### src/rtl/dag1_pkg.sv
// Shared defaults and the operand-pair type for the DAG1 operand feeder.
package dag1_pkg;

    localparam int BITS_DEFAULT  = 2;
    localparam int DEPTH_DEFAULT = 4;

    // Pair layout at the default width; the feeder re-declares it at its own BITS.
    typedef struct packed {
        logic [BITS_DEFAULT-1:0] a;
        logic [BITS_DEFAULT-1:0] b;
    } pair_t;

endpackage

### src/rtl/dag1_fifo_mem.sv
// Operand-pair storage: DEPTH entries, one synchronous write port, one asynchronous read port.
module dag1_fifo_mem #(
    parameter int WIDTH = 4,
    parameter int DEPTH = 4,
    parameter int AW    = $clog2(DEPTH)
) (
    input  logic             clock,
    input  logic             wr_en,
    input  logic [AW-1:0]    wr_addr,
    input  logic [WIDTH-1:0] wr_data,
    input  logic [AW-1:0]    rd_addr,
    output logic [WIDTH-1:0] rd_data
);

    // Contents are deliberately left unreset; occupancy tracking makes them don't-care.
    logic [WIDTH-1:0] mem [DEPTH];

    always_ff @(posedge clock) begin
        if (wr_en) begin
            mem[wr_addr] <= wr_data;
        end
    end

    assign rd_data = mem[rd_addr];

endmodule

### src/rtl/dag1_operand_feeder.sv
// Buffers operand pairs in a small FIFO and presents them through a registered
// output stage to the DAG consumer with valid/ready handshaking.
module dag1_operand_feeder
    import dag1_pkg::*;
#(
    parameter int BITS  = BITS_DEFAULT,
    parameter int DEPTH = DEPTH_DEFAULT
) (
    input  logic                     clock,
    input  logic                     reset,
    input  logic                     flush,
    input  logic                     in_valid,
    output logic                     in_ready,
    input  logic [BITS-1:0]          in_a,
    input  logic [BITS-1:0]          in_b,
    output logic                     out_valid,
    input  logic                     out_ready,
    output logic [BITS-1:0]          a_out,
    output logic [BITS-1:0]          b_out,
    output logic [$clog2(DEPTH):0]   count
);

    localparam int PTR_W = $clog2(DEPTH);
    localparam int CNT_W = PTR_W + 1;
    localparam logic [CNT_W-1:0] FULL = CNT_W'(DEPTH);

    typedef struct packed {
        logic [BITS-1:0] a;
        logic [BITS-1:0] b;
    } op_pair_t;

    logic [PTR_W-1:0] wr_ptr;
    logic [PTR_W-1:0] rd_ptr;
    op_pair_t         wr_pair;
    op_pair_t         rd_pair;
    logic             push;
    logic             pop;

    // in_ready looks only at occupancy, so a same-cycle pop never frees a full FIFO.
    assign in_ready = (count < FULL) && !flush;
    assign push     = in_valid && in_ready;
    assign pop      = (!out_valid || out_ready) && (count != '0) && !flush;
    assign wr_pair  = '{a: in_a, b: in_b};

    dag1_fifo_mem #(
        .WIDTH (2 * BITS),
        .DEPTH (DEPTH),
        .AW    (PTR_W)
    ) u_mem (
        .clock   (clock),
        .wr_en   (push && !reset),
        .wr_addr (wr_ptr),
        .wr_data (wr_pair),
        .rd_addr (rd_ptr),
        .rd_data (rd_pair)
    );

    always_ff @(posedge clock) begin
        if (reset) begin
            wr_ptr    <= '0;
            rd_ptr    <= '0;
            count     <= '0;
            out_valid <= 1'b0;
            a_out     <= '0;
            b_out     <= '0;
        end else if (flush) begin
            // Flush drops everything in flight but leaves the last operands visible.
            wr_ptr    <= '0;
            rd_ptr    <= '0;
            count     <= '0;
            out_valid <= 1'b0;
        end else begin
            if (push) begin
                wr_ptr <= wr_ptr + PTR_W'(1);
            end
            if (pop) begin
                rd_ptr <= rd_ptr + PTR_W'(1);
            end
            case ({push, pop})
                2'b10:   count <= count + CNT_W'(1);
                2'b01:   count <= count - CNT_W'(1);
                default: count <= count;
            endcase
            if (pop) begin
                out_valid <= 1'b1;
                a_out     <= rd_pair.a;
                b_out     <= rd_pair.b;
            end else if (out_ready) begin
                out_valid <= 1'b0;
            end
        end
    end

endmodule

### config.mk
export PLATFORM = sky130hd
export DESIGN_NAME = dag1_operand_feeder
export DESIGN_NICKNAME = d
export VERILOG_FILES = /design/src/rtl/dag1_pkg.sv /design/src/rtl/dag1_fifo_mem.sv /design/src/rtl/dag1_operand_feeder.sv
export SDC_FILE = /design/constraint.sdc
export NUM_CORES = 1
export LEC_CHECK = 0
export CORE_MARGIN = 2
export CORE_UTILIZATION = 45
export DETAILED_ROUTE_END_ITERATION = 6
export PLACE_DENSITY = 0.73
export SLEW_MARGIN = 20
export SYNTH_ARGS = -nofsm -noshare
export SYNTH_HDL_FRONTEND = slang
export SYNTH_SLANG_ARGS = --single-unit
### constraint.sdc
create_clock -name clock -period 2.9 [get_ports clock]
set_input_delay 0.725 -clock clock [delete_from_list [all_inputs] [get_ports clock]]
set_output_delay 0.725 -clock clock [all_outputs]
set_load 0.005 [all_outputs]
== Yosys cells after proc, flatten, opt, wreduce, memory -nomap -nowiden ==
Memory sizes are Yosys's and may differ from the RTL's. A register that Yosys moved wholly into a read port is not among the register bits.
Cells that the tools add are included.
W data, S select, Z words.
Storage, ports and cells
  output and inout port bits: 9
  bits in writable memories: 16
  word-level logic and storage cells: 32
  bits in registers: 8
  bits of input ports: 9
  memories kept: 1
Memories
  u_mem.mem: depth 4, width 4, rd ports 1, clocked after memory_dff 1, write ports 1, line dag1_fifo_mem.sv:16  | logic [WIDTH-1:0] mem [DEPTH];
Operators by class
  reduce and logical (&&, ||, !) cells: 14
  bitwise operators: 1
  add/subtract/negate cells: 4
  magnitude comparators: 1
  mux-type cells: 5
  equal/unequal tests: 2
Operators with widths (number)
  $pmux W3 S2: 1
  $logic_and A1 B1 Y1: 5
  $add A2 B1 Y2 const B: 2
  $mux W1: 4
  $reduce_bool A2 Y1: 2
  $add A3 B1 Y3 const B: 1
  $logic_not A1 Y1: 3
  $lt A3 B3 Y1 const B: 1
  $reduce_bool A3 Y1: 1
  $sub A3 B1 Y3 const B: 1
  $eq A2 B1 Y1 const B: 1
  $eq A2 B2 Y1 const B: 1
  $reduce_and A2 Y1: 1
  $reduce_or A2 Y1: 1
  $logic_or A1 B1 Y1: 1
  $not A1 Y1: 1

== Longest topological paths before layout ==
  depth after elaboration: 6
  depth in mapped cells: 9
  gate-level depth less buffers: 8

== Cells and area by module ==
Synthesis repeated with hierarchy kept, for this count alone.
Second synthesis, totals
  cell total of the unflattened synthesis: 86
  area, all modules: 1177.4 µm²
Modules (own cells, without submodules)
  dag1_fifo_mem: times used 1, seq. area each 480.5 µm², area an instance 616.8 µm², cells each 24
  dag1_operand_feeder: times used 1, seq. area each 240.2 µm², area an instance 560.5 µm², cells each 62

== Worst setup path after synthesis ==
Ideal clock, no wire load.
  kind: input -> register
  from: input port flush
  to: register count[2]
  arrival time: 2.311 ns
  stages on the path: 9
  library setup time: 0.070 ns
  required time: 2.830 ns
  buffers on the path: 1
  path slack: 0.519 ns
  path through: clkbuf_1 nor3b_2 inv_2 ha_1 inv_1 fa_1 xor2_1 or3_1 a21oi_1
On the way
  longest elaborated chain between the ends: 5
  elaborated cells on any way between the ends: 9
  classes of those cells: 2 x eq/ne; 1 x mux; 6 x reduce/logical
Ends and longest elaborated chain
  start, declared: line dag1_operand_feeder.sv:11  | input logic flush,
  $logic_not A1 Y1: line dag1_operand_feeder.sv:40, dag1_operand_feeder.sv:42
  $logic_and A1 B1 Y1: line dag1_operand_feeder.sv:40  | assign in_ready = (count < FULL) && !flush;
  $logic_and A1 B1 Y1: line dag1_operand_feeder.sv:41  | assign push = in_valid && in_ready;
  $eq A2 B1 Y1 / $eq A2 B2 Y1 (equally long branches): line dag1_operand_feeder.sv:79  | case ({push, pop})
  $pmux W3 S2 / $reduce_bool A2 Y1 (equally long branches)
  end signal, assigned: line dag1_operand_feeder.sv:80  | 2'b10: count <= count + CNT_W'(1);
  end signal, assigned: line dag1_operand_feeder.sv:81  | 2'b01: count <= count - CNT_W'(1);
  end signal, assigned: line dag1_operand_feeder.sv:82  | default: count <= count;
  end, declared: line dag1_operand_feeder.sv:20  | output logic [$clog2(DEPTH):0] count
Several ways; a longest one is shown, not always the timed one.
A chain may end at the register's enable or synchronous reset.

== Worst setup path in the final report ==
  from: input port flush
  to: output port in_ready
On the way
  longest elaborated chain between the ends: 2
Ends and longest elaborated chain
  $logic_not A1 Y1: line dag1_operand_feeder.sv:40
  $logic_and A1 B1 Y1: line dag1_operand_feeder.sv:40
  end, declared: line dag1_operand_feeder.sv:13  | output logic in_ready,
No other way between the ends.

==> impl_metrics.env <==
export IMPL_core_area_mm2=0.00252
export IMPL_synthArstFlopShare=0
export IMPL_cts_hold_buffers=0
export IMPL_antenna_found_initial=0
export IMPL_fin_util=0.583
export IMPL_initial_core_util=0.484
export IMPL_row_count=18
export IMPL_synth_flop_cell="edfxtp_1"
export IMPL_post_drt_via_cell_ratio=5.32
export IMPL_drv_cap=0
export IMPL_fp_dieH_um=56.1
export IMPL_ys_warn_count=0
export IMPL_ios=18
export IMPL_p_seq_frac=0.613
export IMPL_tightest_slew_ps=478
export IMPL_dp_hpwl_mm=1.61
export IMPL_crit_chain="clkdlybuf4s50_1, nor2_1, clkdlybuf4s50_1"
export IMPL_period_share=0.886
export IMPL_gr_total_overflow=0
export IMPL_crit_end="in_ready"
export IMPL_syn_area_per_cell_um2=12.7
export IMPL_drv_slew=0
export IMPL_drt_wl_total_mm=2.05
export IMPL_timing_fmax_ghz=0.389
export IMPL_arrival_ps=1850
export IMPL_synth_area_leaders="edfxtp_1, dfxtp_1, mux4_2"
export IMPL_start_kind="input port"
export IMPL_clock_path_buffers=2
export IMPL_cp_max_fo=4
export IMPL_clock_latency_ps=330
export IMPL_rsz0062_at_grt="no"
export IMPL_power_share_combinational=0.078
export IMPL_cp_end_kind="output port"
export IMPL_skew_ps=21.4
export IMPL_switchingPower_uw=142
export IMPL_syn_area_mm2=0.00122
export IMPL_pwr_density_cell_mw_per_mm2=477
export IMPL_antenna_cells=0
export IMPL_dr_pass1_iters=4
export IMPL_die_width_um=56.1
export IMPL_setup_viol=0
export IMPL_cts_tree="built"
export IMPL_synth_edff_count=16
export IMPL_cts_root_buf="clkbuf_4"
export IMPL_tns_ps=0
export IMPL_grt_pass1_wl_mm=3.43
export IMPL_hold_viol=0
export IMPL_required_ps=2170
export IMPL_hp_class="reg -> reg"
export IMPL_vias=772
export IMPL_slowest_delay_ps=510
export IMPL_drtIter0Drc=12
export IMPL_slowest_stage="clkdlybuf4s50_1"
export IMPL_r2r_end="count[2]$_SDFFE_PP0P_"
export IMPL_post_drt_wl_per_cell_um=14.1
export IMPL_numCtsBuffers=3
export IMPL_total_power_uw=701
export IMPL_grtUsageTotal=0.145
export IMPL_outcome="finished clean"
export IMPL_syn_to_final_growth_pct=20.5
export IMPL_gp_congestion=0.724
export IMPL_critPathLaunch="flush"
export IMPL_grt_max_degree=17
export IMPL_peakVddDrop_mv=0.331
export IMPL_synth_nets=111
export IMPL_drive_gt1_frac=0.104
export IMPL_leakagePower_nw=0.484
export IMPL_slew_headroom=0.680
export IMPL_synth_seq_cells=28
export IMPL_final_min_clock_period_ps=2570
export IMPL_syn_inst=96
export IMPL_yosys_area_top_type="edfxtp_1"
export IMPL_r2r_cells=8
export IMPL_synth_top_cells_by_count="edfxtp_1, dfxtp_1, a21oi_1"
export IMPL_synth_distinct_cells=27
export IMPL_ant_nets=0
export IMPL_criticalPathCategory="in -> out"
export IMPL_htreeDepth=1
export IMPL_grt_pass1_vias=749
export IMPL_synth_most_common_cell="edfxtp_1"
export IMPL_switching_share=0.203
export IMPL_layout_nets=131
export IMPL_p_int_uw=559
export IMPL_ys_seq_area_frac=0.590
export IMPL_pwr_share_clk=0.309
export IMPL_reg2reg_from="count[2]$_SDFFE_PP0P_"
export IMPL_path_common_cell="clkdlybuf4s50_1"
export IMPL_drcViolationCount=0
export IMPL_post_cts_setup_buffers=0
export IMPL_port_buffer_count=17
export IMPL_final_hold_worst_slack_ps=488
export IMPL_clk_pin_slew_ps=160
export IMPL_cts_num_sinks=28
export IMPL_synth_top_area_frac=0.393
export IMPL_fp_dieArea_mm2=0.00315
export IMPL_cts_resized=0
export IMPL_r2r_setup_slack_ps=770
power groups by stage:
stage,Clock (mW),Combinational (mW),Sequential (mW)
after floorplan,0,0.0281,0.437
after global placement,0,0.0535,0.438
after detailed placement,0,0.0549,0.439
after CTS,0.219,0.0555,0.430
after global routing,0.234,0.0610,0.431
final,0.217,0.0548,0.430
cells in the final DEF, fill, tap and decap left out:
cell | Yosys | routed
nor3b_2 | 1 | 1
inv_1 | 7 | 7
a21oi_1 | 9 | 9
ha_1 | 5 | 5
o31ai_1 | 5 | 5
clkbuf_4 | 0 | 3
nor2b_1 | 1 | 1
nand2b_1 | 1 | 1
or2_1 | 1 | 1
buf_4 | 0 | 1
xnor2_1 | 1 | 1
o21ai_0 | 1 | 1
nor3_2 | 1 | 1
nand2_1 | 2 | 2
clkbuf_16 | 0 | 1
clkdlybuf4s50_1 | 0 | 17
or4_1 | 1 | 1
or3_1 | 2 | 2
mux4_2 | 4 | 4
dfxtp_1 | 12 | 12
nand4_1 | 5 | 5
mux2_1 | 1 | 1
fa_1 | 1 | 1
nor3_1 | 1 | 1
inv_2 | 1 | 1
nor2_1 | 8 | 8
xor2_1 | 2 | 2
and2_1 | 4 | 4
edfxtp_1 | 16 | 16
stage by stage:
stage,setup WS [ps],instances,instance area [µm²]
global route,259,145,1470
CTS,329,145,1470
floorplan,519,96,1220
global placement,158,141,1420
detailed placement,111,141,1420
finish,330,145,1470
critical path: cells and delay by family:
kind | cells | cell delay (ps)
buffers and inverters | 2 | 1000
AND/OR/NAND/NOR | 1 | 120
registers in the layout, summed over array words and instances (netlist names):
| name | count |
|---|---|
| u_mem.mem | 16 |
| count | 3 |
| a_out | 2 |
| b_out | 2 |
| rd_ptr | 2 |
| wr_ptr | 2 |
| out_valid | 1 |
logic make-up (layout without fill, tap and decap cells):
family / count (synthesis) / count (layout) / share of synthesized area
adders and majority gates: 6 / 6 / 0.0676
AOI/OAI and AO/OA: 15 / 15 / 0.0717
and+or+nand+nor: 28 / 28 / 0.131
DFF: 28 / 28 / 0.590
muxes: 5 / 5 / 0.0830
buffers and inverters: 11 / 30 / 0.0348
xor gates and xnor gates: 3 / 3 / 0.0215
worst min-delay path by stage:
stage | startpoint | end | slack (ps) | cells past startpoint
3_5_place_dp | a_out[0]$_SDFFE_PP0P_ | a_out[0]$_SDFFE_PP0P_ | 470 | 2
3_3_place_gp | a_out[0]$_SDFFE_PP0P_ | a_out[0]$_SDFFE_PP0P_ | 460 | 2
6_report | a_out[0]$_SDFFE_PP0P_ | a_out[0]$_SDFFE_PP0P_ | 490 | 2
5_1_grt | a_out[0]$_SDFFE_PP0P_ | a_out[0]$_SDFFE_PP0P_ | 520 | 2
2_1_floorplan | a_out[0]$_SDFFE_PP0P_ | a_out[0]$_SDFFE_PP0P_ | 460 | 2
4_1_cts | a_out[0]$_SDFFE_PP0P_ | a_out[0]$_SDFFE_PP0P_ | 490 | 2
per-layer routing:
layer | GRT usage | share of wire | up-vias
li1 | - | - | 388
met1 | 0.173 | 0.44 | 368
met2 | 0.250 | 0.51 | 14
met3 | 0.0395 | 0.043 | 2
met4 | 0.0510 | 0.0073 | 0
met5 | 0 | 0 | -
layout make-up:
cell class	instances	area [µm²]
clock buffer	4	47.5
sequential	28	721
inverter	8	30.0
fill	221	1050
multi-input combinational	57	458
timing repair buffer	18	178
tap	30	37.5
(Power assumes the default switching activity.)
